### src/rtl/ps_window_detect.sv
// ps_window_detect: windowed power averager and threshold detector.
// Accumulates 2^win_log2 valid samples (negative samples clamped to 0),
// publishes the window average on avg_out with a one-cycle avg_valid pulse,
// and raises detect after hold_cnt consecutive windows above thresh.
// Optional feature macro: PS_WIN_HYST_EN -- when defined, detect uses a
// hysteresis counter (below windows decrement instead of clearing).
module ps_window_detect #(
  parameter int input_width = 33,
  parameter int win_log2    = 8,
  parameter int hold_cnt    = 4
) (
  input  logic                   clk,
  input  logic                   rst,
  input  logic                   en,
  input  logic [input_width-1:0] din,
  input  logic                   din_valid,
  input  logic [input_width-1:0] thresh,
  output logic [input_width-1:0] avg_out,
  output logic                   avg_valid,
  output logic                   detect
);

  localparam int ACC_W = input_width + win_log2;
  localparam logic [7:0] HOLD8 = 8'(hold_cnt);

  typedef enum logic [1:0] {
    S_IDLE   = 2'd0,
    S_ACCUM  = 2'd1,
    S_UPDATE = 2'd2
  } state_t;

  state_t                 state_q, state_d;
  logic [ACC_W-1:0]       acc_q, acc_d;
  logic [win_log2-1:0]    cnt_q, cnt_d;
  logic [7:0]             above_q, above_d;
  logic [input_width-1:0] avg_out_q, avg_out_d;
  logic                   avg_valid_q, avg_valid_d;
  logic                   detect_q, detect_d;

  // Conditioned sample: negative power readings contribute nothing.
  logic [input_width-1:0] din_clamp;
  logic [ACC_W-1:0]       sample_ext;
  logic [input_width-1:0] avg_new;

  // Sample conditioning and the average of the window just closed.
  always_comb begin
    din_clamp  = din[input_width-1] ? '0 : din;
    sample_ext = {{win_log2{1'b0}}, din_clamp};
    avg_new    = acc_q[ACC_W-1:win_log2];
  end

  // Next-state, datapath and output computation for the window FSM.
  always_comb begin
    state_d     = state_q;
    acc_d       = acc_q;
    cnt_d       = cnt_q;
    above_d     = above_q;
    avg_out_d   = avg_out_q;
    avg_valid_d = 1'b0;
    detect_d    = detect_q;

    case (state_q)
      S_IDLE: begin
        acc_d    = '0;
        cnt_d    = '0;
        above_d  = '0;
        detect_d = 1'b0;
        if (en) state_d = S_ACCUM;
      end

      S_ACCUM: begin
        if (!en) begin
          // Partial window is thrown away; no average is produced.
          state_d  = S_IDLE;
          acc_d    = '0;
          cnt_d    = '0;
          above_d  = '0;
          detect_d = 1'b0;
        end else if (din_valid) begin
          acc_d = acc_q + sample_ext;
          cnt_d = cnt_q + win_log2'(1);
          if (&cnt_q) state_d = S_UPDATE;
        end
      end

      S_UPDATE: begin
        avg_out_d   = avg_new;
        avg_valid_d = 1'b1;

        if (avg_new > thresh) begin
          above_d = (above_q >= HOLD8) ? HOLD8 : above_q + 8'd1;
        end else begin
`ifdef PS_WIN_HYST_EN
          // While detecting, each quiet window only backs the count off by one.
          if (detect_q && (above_q != 8'd0)) above_d = above_q - 8'd1;
          else                                above_d = 8'd0;
`else
          above_d = 8'd0;
`endif
        end

`ifdef PS_WIN_HYST_EN
        detect_d = detect_q ? (above_d != 8'd0) : (above_d >= HOLD8);
`else
        detect_d = (above_d >= HOLD8);
`endif

        // A sample arriving in this cycle opens the next window.
        if (en && din_valid) begin
          acc_d = sample_ext;
          cnt_d = win_log2'(1);
        end else begin
          acc_d = '0;
          cnt_d = '0;
        end
        state_d = en ? S_ACCUM : S_IDLE;
      end

      default: begin
        state_d = S_IDLE;
      end
    endcase
  end

  // State and datapath registers with asynchronous active-low clear.
  always_ff @(posedge clk or negedge rst) begin
    if (!rst) begin
      state_q     <= S_IDLE;
      acc_q       <= '0;
      cnt_q       <= '0;
      above_q     <= '0;
      avg_out_q   <= '0;
      avg_valid_q <= 1'b0;
      detect_q    <= 1'b0;
    end else begin
      state_q     <= state_d;
      acc_q       <= acc_d;
      cnt_q       <= cnt_d;
      above_q     <= above_d;
      avg_out_q   <= avg_out_d;
      avg_valid_q <= avg_valid_d;
      detect_q    <= detect_d;
    end
  end

  assign avg_out   = avg_out_q;
  assign avg_valid = avg_valid_q;
  assign detect    = detect_q;

endmodule

### config.mk
export PLATFORM = sky130hd
export DESIGN_NAME = ps_window_detect
export DESIGN_NICKNAME = d
export VERILOG_FILES = /design/src/rtl/ps_window_detect.sv
export SDC_FILE = /design/constraint.sdc
export NUM_CORES = 1
export LEC_CHECK = 0
export ABC_AREA = 1
export ABC_CLOCK_PERIOD_IN_PS = 3900
export CORE_ASPECT_RATIO = 0.6
export CORE_MARGIN = 2
export CORE_UTILIZATION = 30
export DETAILED_ROUTE_END_ITERATION = 8
export GPL_TIMING_DRIVEN = 0
export PLACE_DENSITY_LB_ADDON = 0.1
export SYNTH_ARGS = -nofsm -noshare
export SYNTH_HDL_FRONTEND = slang
export SYNTH_SLANG_ARGS = --single-unit
### constraint.sdc
create_clock -name clk -period 3.9 [get_ports clk]
set_clock_uncertainty 0.05 [all_clocks]
set_input_delay 0.78 -clock clk [delete_from_list [all_inputs] [get_ports clk]]
set_output_delay 0.78 -clock clk [all_outputs]
set_load 0.01 [all_outputs]
# Yosys cells after proc, flatten, opt, wreduce, memory -nomap -nowiden
# Index checks and enable logic that the tools add are counted.
[op_classes] reduce_logical=7 magnitude_cmp=3 n_eq_ne=6 add_sub_neg=3 muxes=23
[op_table] op="$pmux 41 s3" n=1
[op_table] op="$mux 41" n=2
[op_table] op="$mux 32" n=2
[op_table] op="$mux 8" n=6
[op_table] op="$pmux 8 s3" n=2
[op_table] op="$add 41x32->41" n=1
[op_table] op="$gt 33x33->1" n=1
[op_table] op="$add 8x1->8 const B" n=2
[op_table] op="$ge 8x3->1 const B" n=2
[op_table] op="$mux 2" n=4
[op_table] op="$reduce_and 8->1" n=1
[op_table] op="$ne 3x3->1 const B" n=2
[op_table] op="$pmux 2 s3" n=1
[op_table] op="$mux 1" n=4
[op_table] op="$ne 2x2->1 const B" n=2
[op_table] op="$reduce_and 2->1" n=2
[op_table] op="$pmux 1 s3" n=1
[op_table] op="$reduce_and 3->1" n=1
[op_table] op="$reduce_bool 3->1" n=1
[op_table] op="$eq 2x1->1 const B" n=1
[op_table] op="$eq 2x2->1 const B" n=1
[op_table] op="$logic_not 2->1" n=1
[op_table] op="$logic_and 1x1->1" n=1
[word_totals] register_bits=94 word_cells=49 out_inout_bits=35

# Depth between registers and ports, before layout
# Gate-level depths: netlist (run 1).
[depth] ltp_word=6 mapped_depth=19 mapped_depth_nobuf=18

# Least setup slack after synthesis (run 1)
# OpenSTA, ideal clock, no wires.
[synth_path] kind="input -> register" start="input port din[32]" end="register acc_q[40]" t_required_ps=3731 setup_slack_ps=1061 stages=19 t_arrival_ps=2670 setup_ps=119 path_cell_list="inv_1 -> clkbuf_1 -> nand2_1 -> inv_1 -> ha_1 -> inv_1 -> fa_1 -> inv_1 -> nand3_1 -> nand3_1 -> nand2_1 -> nand2_2 -> nand2_1 -> nand2_2 -> nand2_1 -> nand2_2 -> nand3_1 -> nand2_1 -> nor2_1"
[synth_via] elab_chain_cells=5
[synth_lines] item="start: declaration" line_no="15" rtl="input logic [input_width-1:0] din,"
[synth_lines] item="$mux 32" line_no="47" rtl="din_clamp = din[input_width-1] ? '0 : din;"
[synth_lines] item="$add 41x32->41" line_no="80" rtl="acc_d = acc_q + sample_ext;"
[synth_lines] item="$mux 41" line_no="79" rtl="end else if (din_valid) begin"
[synth_lines] item="$mux 41" line_no="72" rtl="if (!en) begin"
[synth_lines] item="$pmux 41 s3" line_no="62" rtl="case (state_q)"
[synth_lines] item="end signal: assignment" line_no="129" rtl="acc_q <= '0;"
[synth_lines] item="end signal: assignment" line_no="137" rtl="acc_q <= acc_d;"
[synth_lines] item="end: declaration" line_no="33" rtl="logic [ACC_W-1:0] acc_q, acc_d;"
# No other way between the ends. The select of a mux whose other input is x is not followed.
# A chain may end at the register's enable or synchronous reset.

# Worst setup path in the final report (run 1)
[layout_path] start="input port din[32]" end="register acc_q[26]"
[layout_via] elab_chain_cells=5
[layout_lines] item="$mux 32 (*)" line_no="47"
[layout_lines] item="$add 41x32->41" line_no="80"
[layout_lines] item="$mux 41" line_no="79"
[layout_lines] item="$mux 41" line_no="72"
[layout_lines] item="$pmux 41 s3 (*)" line_no="62"
# Every way passes the cells marked *; elsewhere a longest branch is shown, timed or not. The select of a mux whose other input is x is not followed.

==> impl_summary.log, run 1 <==
[metrics] number of clock sinks: 94
[metrics] vias in the first global route: 7566
[metrics] maximum achievable frequency: 270 MHz
[metrics] final design utilization: 37.3%
[metrics] cell row count: 46
[metrics] maximum number of pins on one net before global-route repair: 57
[metrics] Fin. Hold Viols: 0
[metrics] 1st-iter DRT viols: 714
[metrics] CP arrival: 3.92 ns
[metrics] sequential share of the synthesized area: 29.2%
[metrics] area growth from synthesis to final layout: 22.6%
[metrics] global-route wire length before repair: 42800 um
[metrics] final slew viol count: 0
[metrics] minimum setup slack after placement: -0.351 ns
[metrics] min setup slack post-route: 0.203 ns
[metrics] worst hold slack: 0.323 ns
[metrics] number of placed instances, taps included: 1713
[metrics] number of detailed-route iterations in the first pass: 5
[metrics] Maximum Capacitance Violations: 0
[metrics] busiest grt layer: met1
[metrics] number of vias per cell after detailed routing: 4.60
[metrics] Tightest Hold Check Type: in2async
[metrics] buffer levels on the longest clock path: 2
[metrics] clock insertion delay at the later pin of the skew report: 0.39 ns
[metrics] critical path data required time: 4.12 ns
[metrics] CTS clk-pin slew, worst paths: 0.07 ns
[metrics] maximum fanout count along the critical path: 10
[metrics] total nets after synthesis: 1391
[metrics] placed cell areas: 9570 um2
[metrics] most common library cell in the layout ignoring fill and taps: sky130_fd_sc_hd__nand2_1
[metrics] fraction of layout cells with a size suffix above 1: 6.14%
[metrics] Max IR drop VDD: 0.233 mV
[metrics] via count: 7949
[metrics] leak pwr: 5.52 nW
[metrics] Global Route Usage Sum: 20.5%
[metrics] count of buffers inserted at the top-level ports: 104
[metrics] mean post-synth cell area: 6.45 um2
[metrics] wirelength, routed: 27700 um
[metrics] commonest cells after routing, fill and taps aside: sky130_fd_sc_hd__nand2_1 (441), sky130_fd_sc_hd__inv_1 (226), sky130_fd_sc_hd__clkdlybuf4s50_1 (103), sky130_fd_sc_hd__nor2_1 (99), sky130_fd_sc_hd__dfrtp_1 (94)
[metrics] fraction of met1 tracks used by global routing: 31.5%
[metrics] share of synthesized flip-flops with an asynchronous set or reset: 100%
[metrics] number of remaining DRC errors: 0
[metrics] Filler cells: 2899
[metrics] run status: finished clean
[metrics] count of flip-flops with a built-in enable after synthesis: 0
[metrics] Finished Layout Cells: 1728
[metrics] number of placed I/O pins: 105
[metrics] post-synthesis share of cell area spent on xor and xnor gates: 0.218%
[metrics] count of antenna diodes in the layout: 0
[metrics] adder-cell share of the synthesized area: 11.4%
[metrics] crit share post-route: 94.8%
[metrics] initial antenna violation count: 0
[metrics] H-Tree Depth: 3
[metrics] Total Negative Setup Slacks: 0 ns
[metrics] summed instance area of the synthesized netlist: 8050 um2
[metrics] number of buffers inserted by hold repair at cts: 0
[metrics] routability-driven placement congestion ratio: 0.947
[metrics] die outline height: 131 um
[metrics] critical setup path kind: in2reg
[metrics] Die Footprint: 28200 um2
[metrics] final setup violating endpoints: 0
[metrics] flop and latch count out of synthesis: 94
[metrics] Tightest Pin Transition: 0.725 ns
[metrics] DP Wirelength: 23100 um
[metrics] most prevalent standard cell on the critical path: sky130_fd_sc_hd__nand2_1
[metrics] final net count: 1506
[metrics] portion of netlist area occupied by mux cells: 0%
[metrics] Post-Syn Instances: 1248
[metrics] Power, Total: 3.39 mW
[metrics] CTS Buf Count: 9
[metrics] count of synthesis-stage warnings from yosys: 0
[metrics] main combinational cell family by area after synthesis: simple AND/OR/NAND/NOR gates
[metrics] prevailing post-synth register cell: sky130_fd_sc_hd__dfrtp_1
[metrics] normalized max-slew margin: 51.7%
[metrics] remaining number of nets flagged by the antenna check after routing: 0
[metrics] power per cell area: 344 nW/um2
[metrics] CTS Root Buffer Type: sky130_fd_sc_hd__clkbuf_16
[metrics] Period minus WS final: 3.70 ns
[metrics] Floorplan Core Area: 26400 um2
[metrics] Setup crit start kind: input port
[metrics] initial core utilization: 30.5%
[metrics] compound-cell area share of the yosys netlist: 10.9%
[metrics] cell-by-cell trace of the critical path: clkdlybuf4s50_1, clkbuf_1, nor2_1, ha_1, nand2_1, inv_1, a21oi_1, nand2_1, nor2_1, nand3b_1, nand3_1, nand2_1
[metrics] GR met2 Demand/Resource: 27.6%
[metrics] Wirelength per Cell: 16.0 um
[metrics] CTS tree: done
[metrics] Final Cell Area: 9870 um2
[metrics] GRT met3 Usage: 5.39%
[metrics] simple-gate share of the synthesized area: 35.9%
[metrics] die width: 215 um
[metrics] category of the worst setup path capture point: flop
[metrics] highest cell delay on the worst timing path: 0.66 ns
[metrics] gr ovfl total: 0
[metrics] slowest stage cell on the critical path: sky130_fd_sc_hd__clkdlybuf4s50_1
[metrics] library cells used by synthesis: 44
## registers in the layout (all words and copies together) (netlist names)
signal / count
acc_q: 41
avg_out: 33
above_q: 8
cnt_q: 8
state_q: 2
avg_valid: 1
detect: 1
## cells by family (layout without fill, tap and decap cells)
group	count (synthesis)	after routing
buffers and inverters	254	374
AND/OR/NAND/NOR	676	676
flip-flops	94	94
AO/OA/AOI/OAI	149	149
adder cells (fa/ha/maj)	73	73
XOR/XNOR	2	2
## where the power goes
group / internal [mW] / total [mW] / switching [mW] / leakage, nW
Sequential: 1.09 / 1.20 / 0.107 / 1.31
Clock: 0.502 / 0.954 / 0.452 / 0.139
Combinational: 0.460 / 1.24 / 0.781 / 4.08
## per-layer routing
metal / part of all wire (%) / vias up / wire, um
met5: 0 / - / 0
met4: 1.1 / 0 / 308
met3: 7.2 / 15 / 2010
met2: 36 / 206 / 10000
met1: 55 / 3588 / 15400
li1: - / 4140 / -
## area by class of cell
class	instances	area [um2]	area share [%]
clock inverters	6	71.3	0.723
well taps	360	450	4.57
repair buffers	105	1070	10.8
plain buffers	19	105	1.07
flip-flops and latches	94	2350	23.8
clock buffers	10	229	2.32
multi-input cells	900	4700	47.7
inverters	234	887	8.99
## path summary, 6_finish.rpt
check                       startpoint     endpoint  slack (ns)  cells after the start
max                            din[32]    acc_q[26]        0.20                     12
min                                rst   avg_out[8]        0.32                      1
max reg2reg                 state_q[0]  avg_out[26]        1.28                      6
min reg2reg                avg_out[16]  avg_out[16]        0.42                      2
max in group asynchronous          rst     cnt_q[3]        2.78                      2
min in group clk           avg_out[16]  avg_out[16]        0.42                      2
## cell usage after synthesis, types with 2 or more instances
cell / instances / area share [%]
sky130_fd_sc_hd__inv_1: 227 / 11
sky130_fd_sc_hd__nor2_4: 3 / 0.42
sky130_fd_sc_hd__buf_2: 3 / 0.19
sky130_fd_sc_hd__o21ai_1: 7 / 0.44
sky130_fd_sc_hd__clkbuf_1: 9 / 0.42
sky130_fd_sc_hd__nand2_1: 441 / 21
sky130_fd_sc_hd__nand4_1: 11 / 0.86
sky130_fd_sc_hd__inv_2: 4 / 0.19
sky130_fd_sc_hd__o21ai_0: 38 / 2.4
sky130_fd_sc_hd__buf_4: 6 / 0.56
sky130_fd_sc_hd__nand3b_1: 7 / 0.65
sky130_fd_sc_hd__nand3_1: 56 / 3.5
sky130_fd_sc_hd__nand2_2: 19 / 1.5
sky130_fd_sc_hd__nand3_2: 5 / 0.62
sky130_fd_sc_hd__a21oi_1: 58 / 3.6
sky130_fd_sc_hd__o21bai_1: 4 / 0.37
sky130_fd_sc_hd__nor3_2: 3 / 0.37
sky130_fd_sc_hd__a21o_1: 2 / 0.19
sky130_fd_sc_hd__nor3_1: 9 / 0.56
sky130_fd_sc_hd__o221ai_1: 9 / 0.98
sky130_fd_sc_hd__o21a_1: 2 / 0.19
sky130_fd_sc_hd__nor4_1: 2 / 0.16
sky130_fd_sc_hd__nor2_1: 99 / 4.6
sky130_fd_sc_hd__ha_1: 72 / 11
sky130_fd_sc_hd__inv_4: 2 / 0.16
sky130_fd_sc_hd__dfrtp_1: 94 / 29
sky130_fd_sc_hd__nor2_2: 15 / 1.2
sky130_fd_sc_hd__a22oi_1: 25 / 2.3
## repair_timing
| action | in CTS | in global routing |
|---|---|---|
| resized for setup | 0 | 1 |
| setup endpoints to repair | 0 | 7 |
| hold endpoints to repair | 0 | 0 |
| setup buffers | 0 | 0 |
## critical path, delay by kind of cell
family | cells | cell delay [ns]
and+or+nand+nor | 7 | 1.03
buffers and inverters | 3 | 1.32
adders and majority gates | 1 | 0.39
AOI/OAI and AO/OA | 1 | 0.41
(Power assumes the default switching activity.)
==> run 2, diff against run 1 <==
Settings changed: ABC_AREA 1 to unset, DONT_BUFFER_PORTS set to 1.
==> run 2 against run 1 <==
Die area decreased by 17%. Maximum frequency increased by 1.0%. Flip-flop and latch count unchanged. Worst hold slack got worse by 0.27 ns. Register-to-register slack got worse by 0.56 ns. Worst setup slack improved by 0.037 ns. Global-route usage decreased by 2.7 points. Largest power group is now registers.
==> impl_summary.log, run 2 <==
[metrics] worst hold slack: 0.0552 ns
[metrics] most prevalent standard cell on the critical path: sky130_fd_sc_hd__o21ai_0
[metrics] family with the most delay on the worst path: compound AO/OA/AOI/OAI gates
[metrics] DP Wirelength: 15600 um
[metrics] count of flip-flops with a built-in enable after synthesis: 0
[metrics] Floorplan Core Area: 21900 um2
[metrics] GRT met3 Usage: 3.91%
[metrics] area growth from synthesis to final layout: 9.79%
[metrics] CTS Buf Count: 9
[metrics] Max IR drop VDD: 0.239 mV
[metrics] final design utilization: 33.4%
[metrics] launch instance of the worst register-to-register path: acc_q[0]
[metrics] number of post-CTS setup repair buffers: 0
[metrics] library cells used by synthesis: 60
[metrics] commonest cells after routing, fill and taps aside: sky130_fd_sc_hd__dfrtp_1 (94), sky130_fd_sc_hd__ha_1 (72), sky130_fd_sc_hd__o21ai_0 (59), sky130_fd_sc_hd__inv_1 (50), sky130_fd_sc_hd__nand2_1 (50)
[metrics] number of remaining DRC errors: 0
[metrics] crit share post-route: 93.9%
[metrics] critical path data required time: 4.07 ns
[metrics] register ranked first by flip-flop count: acc_q
[metrics] Post-Syn Instances: 725
[metrics] portion of synthesized cell area occupied by the leading cell type: 35.3%
[metrics] unrepaired setup endpoints after global routing: false
[metrics] end of the worst register-to-register path: acc_q[28]
[metrics] Tightest Pin Transition: 0.762 ns
[metrics] run status: finished clean
[metrics] number of clock sinks: 94
[metrics] GR met2 Demand/Resource: 24.9%
[metrics] summed instance area of the synthesized netlist: 6670 um2
[metrics] leak pwr: 3.67 nW
[metrics] Period minus WS final: 3.66 ns
[metrics] cell row count: 42
[metrics] H-Tree Depth: 3
[metrics] r2r setup slk: 0.72 ns
[metrics] remaining number of nets flagged by the antenna check after routing: 0
[metrics] maximum achievable frequency: 273 MHz
[metrics] buffer levels on the longest clock path: 2
[metrics] Fin. Hold Viols: 0
[metrics] count of buffers inserted at the top-level ports: 0
[metrics] normalized max-slew margin: 49.2%
[metrics] share of synthesized flip-flops with an asynchronous set or reset: 100%
[metrics] 1st-iter DRT viols: 355
[metrics] top cell type by total area after synthesis: sky130_fd_sc_hd__dfrtp_1
[metrics] power per cell area: 429 nW/um2
[metrics] initial antenna violation count: 0
[metrics] CTS Root Buffer Type: sky130_fd_sc_hd__clkbuf_16
[metrics] most numerous cell in the Yosys netlist: sky130_fd_sc_hd__dfrtp_1
[metrics] minimum setup slack after placement: -0.268 ns
[metrics] prevailing post-synth register cell: sky130_fd_sc_hd__dfrtp_1
[metrics] total nets after synthesis: 868
[metrics] final slew viol count: 0
[metrics] number of placed I/O pins: 105
[metrics] Maximum Capacitance Violations: 0
[metrics] fraction of layout cells with a size suffix above 1: 9.72%
[metrics] Synth top cells by count: sky130_fd_sc_hd__dfrtp_1 (94), sky130_fd_sc_hd__ha_1 (72), sky130_fd_sc_hd__o21ai_0 (59)
[metrics] routability-driven placement congestion ratio: 0.864
[metrics] maximum number of pins on one net before global-route repair: 95
[metrics] min setup slack post-route: 0.239 ns
[metrics] number of vias per cell after detailed routing: 5.35
[metrics] clock insertion delay at the later pin of the skew report: 0.37 ns
[metrics] final net count: 879
[metrics] die outline height: 120 um
[metrics] critical setup path kind: in2reg
[metrics] gr ovfl total: 0
[metrics] number of flip-flops in the largest register: 41
[metrics] category of the worst setup path capture point: flop
[metrics] Die Footprint: 23500 um2
[metrics] R2R cell count: 12
[metrics] Total Negative Setup Slacks: 0 ns
[metrics] most common library cell in the layout ignoring fill and taps: sky130_fd_sc_hd__dfrtp_1
[metrics] buffering stage count on the worst path with inverters included: 2
[metrics] maximum fanout count along the critical path: 10
[metrics] fraction of met1 tracks used by global routing: 27.3%
[metrics] slowest stage cell on the critical path: sky130_fd_sc_hd__fa_1
[metrics] count of synthesis-stage warnings from yosys: 0
[metrics] highest cell delay on the worst timing path: 0.41 ns
[metrics] final setup violating endpoints: 0
[metrics] sequential share of the synthesized area: 35.3%
[metrics] busiest grt layer: met1
[metrics] number of detailed-route iterations in the first pass: 5
[metrics] Global Route Usage Sum: 17.7%
[metrics] mean post-synth cell area: 9.20 um2
[metrics] CTS clk-pin slew, worst paths: 0.08 ns
[metrics] Setup crit start kind: input port
[metrics] top post-synthesis cells by area: sky130_fd_sc_hd__dfrtp_1 (35%), sky130_fd_sc_hd__ha_1 (14%), sky130_fd_sc_hd__mux2_2 (5.6%), sky130_fd_sc_hd__o21ai_0 (4.4%), sky130_fd_sc_hd__a21o_1 (3.7%)
[metrics] flop and latch count out of synthesis: 94
[metrics] Tightest Hold Check Type: in2async
[metrics] Filler cells: 2247
[metrics] cell-by-cell trace of the critical path: clkbuf_2, nor2b_1, ha_1, inv_1, fa_1, nor2b_1, o31ai_1, a21oi_1, o21ai_1, nor3_1, o21ai_0, o21ai_0, xnor2_1, o21ai_0
[metrics] global-route wire length before repair: 31500 um
[metrics] wirelength, routed: 20200 um
[metrics] Wirelength per Cell: 19.6 um
[metrics] vias in the first global route: 5373
[metrics] count of antenna diodes in the layout: 0
[metrics] CP arrival: 3.83 ns
[metrics] die width: 197 um
[metrics] CTS tree: done
[metrics] initial core utilization: 30.4%
[metrics] via count: 5496
[run 2: final cells by class]
cell class	count	area [um2]	area share, %
multi-input cells	553	4020	54.8
flip-flops and latches	94	2350	32.1
inverters	50	188	2.56
clock inverters	6	62.6	0.854
well taps	286	358	4.89
plain buffers	28	119	1.62
clock buffers	10	229	3.13
[run 2: logic make-up (layout without fill, tap and decap cells)]
family	after synthesis	in the layout	share of synthesized area, %
buf+inv	78	94	4.54
flops	94	94	35.3
mux	33	33	5.57
fa+ha+maj	73	73	13.8
compound gates	226	226	22.3
simple gates	193	193	14.8
xor+xnor	28	28	3.68
[run 2: worst reg2reg max path, cell delays in order, from the launching register on]
cell,delay (ns)
sky130_fd_sc_hd__dfrtp_1,0.39
sky130_fd_sc_hd__ha_1,0.21
sky130_fd_sc_hd__inv_1,0.07
sky130_fd_sc_hd__fa_1,0.21
sky130_fd_sc_hd__nor2b_1,0.07
sky130_fd_sc_hd__o31ai_1,0.49
sky130_fd_sc_hd__a21oi_1,0.24
sky130_fd_sc_hd__o21ai_1,0.34
sky130_fd_sc_hd__nor3_1,0.14
sky130_fd_sc_hd__o21ai_0,0.37
sky130_fd_sc_hd__o21ai_0,0.21
sky130_fd_sc_hd__xnor2_1,0.16
sky130_fd_sc_hd__o21ai_0,0.08
[run 2: worst max-delay path by stage]
stage | from | to | slack (ns) | cells past startpoint
3_3_place_gp | din[32] | acc_q[28] | -0.25 | 14
3_5_place_dp | din[32] | acc_q[28] | -0.27 | 14
5_1_grt | din[32] | acc_q[28] | 0.005 | 12
4_1_cts | din[32] | acc_q[28] | 0.11 | 14
6_report | din[32] | acc_q[28] | 0.24 | 14
2_1_floorplan | din[32] | acc_q[40] | 0.50 | 14
[run 2: per-stage QoR]
step           power (mW)  instance area, um2  cells
2_1_floorplan        1.93                6670    725
3_3_place_gp         2.22                7030   1011
3_5_place_dp         2.24                7030   1011
4_1_cts              3.19                7320   1027
5_1_grt              3.35                7320   1027
6_report             3.14                7320   1027
[run 2: what timing repair did]
item / in CTS / in global routing
gates resized for setup: 0 / 6
hold buffers: 0 / 0
setup endpoints to repair: 0 / 4
[run 2: power by group]
group / leakage, nW / internal, mW / total (mW) / switching (mW)
combinational: 2.23 / 0.349 / 0.962 / 0.613
clock: 0.134 / 0.496 / 0.924 / 0.428
sequential: 1.31 / 1.10 / 1.25 / 0.153
[run 2: layer usage]
layer / wire length (um) / vias up
met1: 11000 / 2686
met4: 195 / 0
li1: - / 2650
met3: 813 / 15
met2: 8110 / 145
met5: 0 / -
==> run 3, diff against run 2 <==
Settings changed: SETUP_SLACK_MARGIN set to 0.02.
==> results of run 3 <==
The final DEF is identical to that of run 2. Status: finished clean.
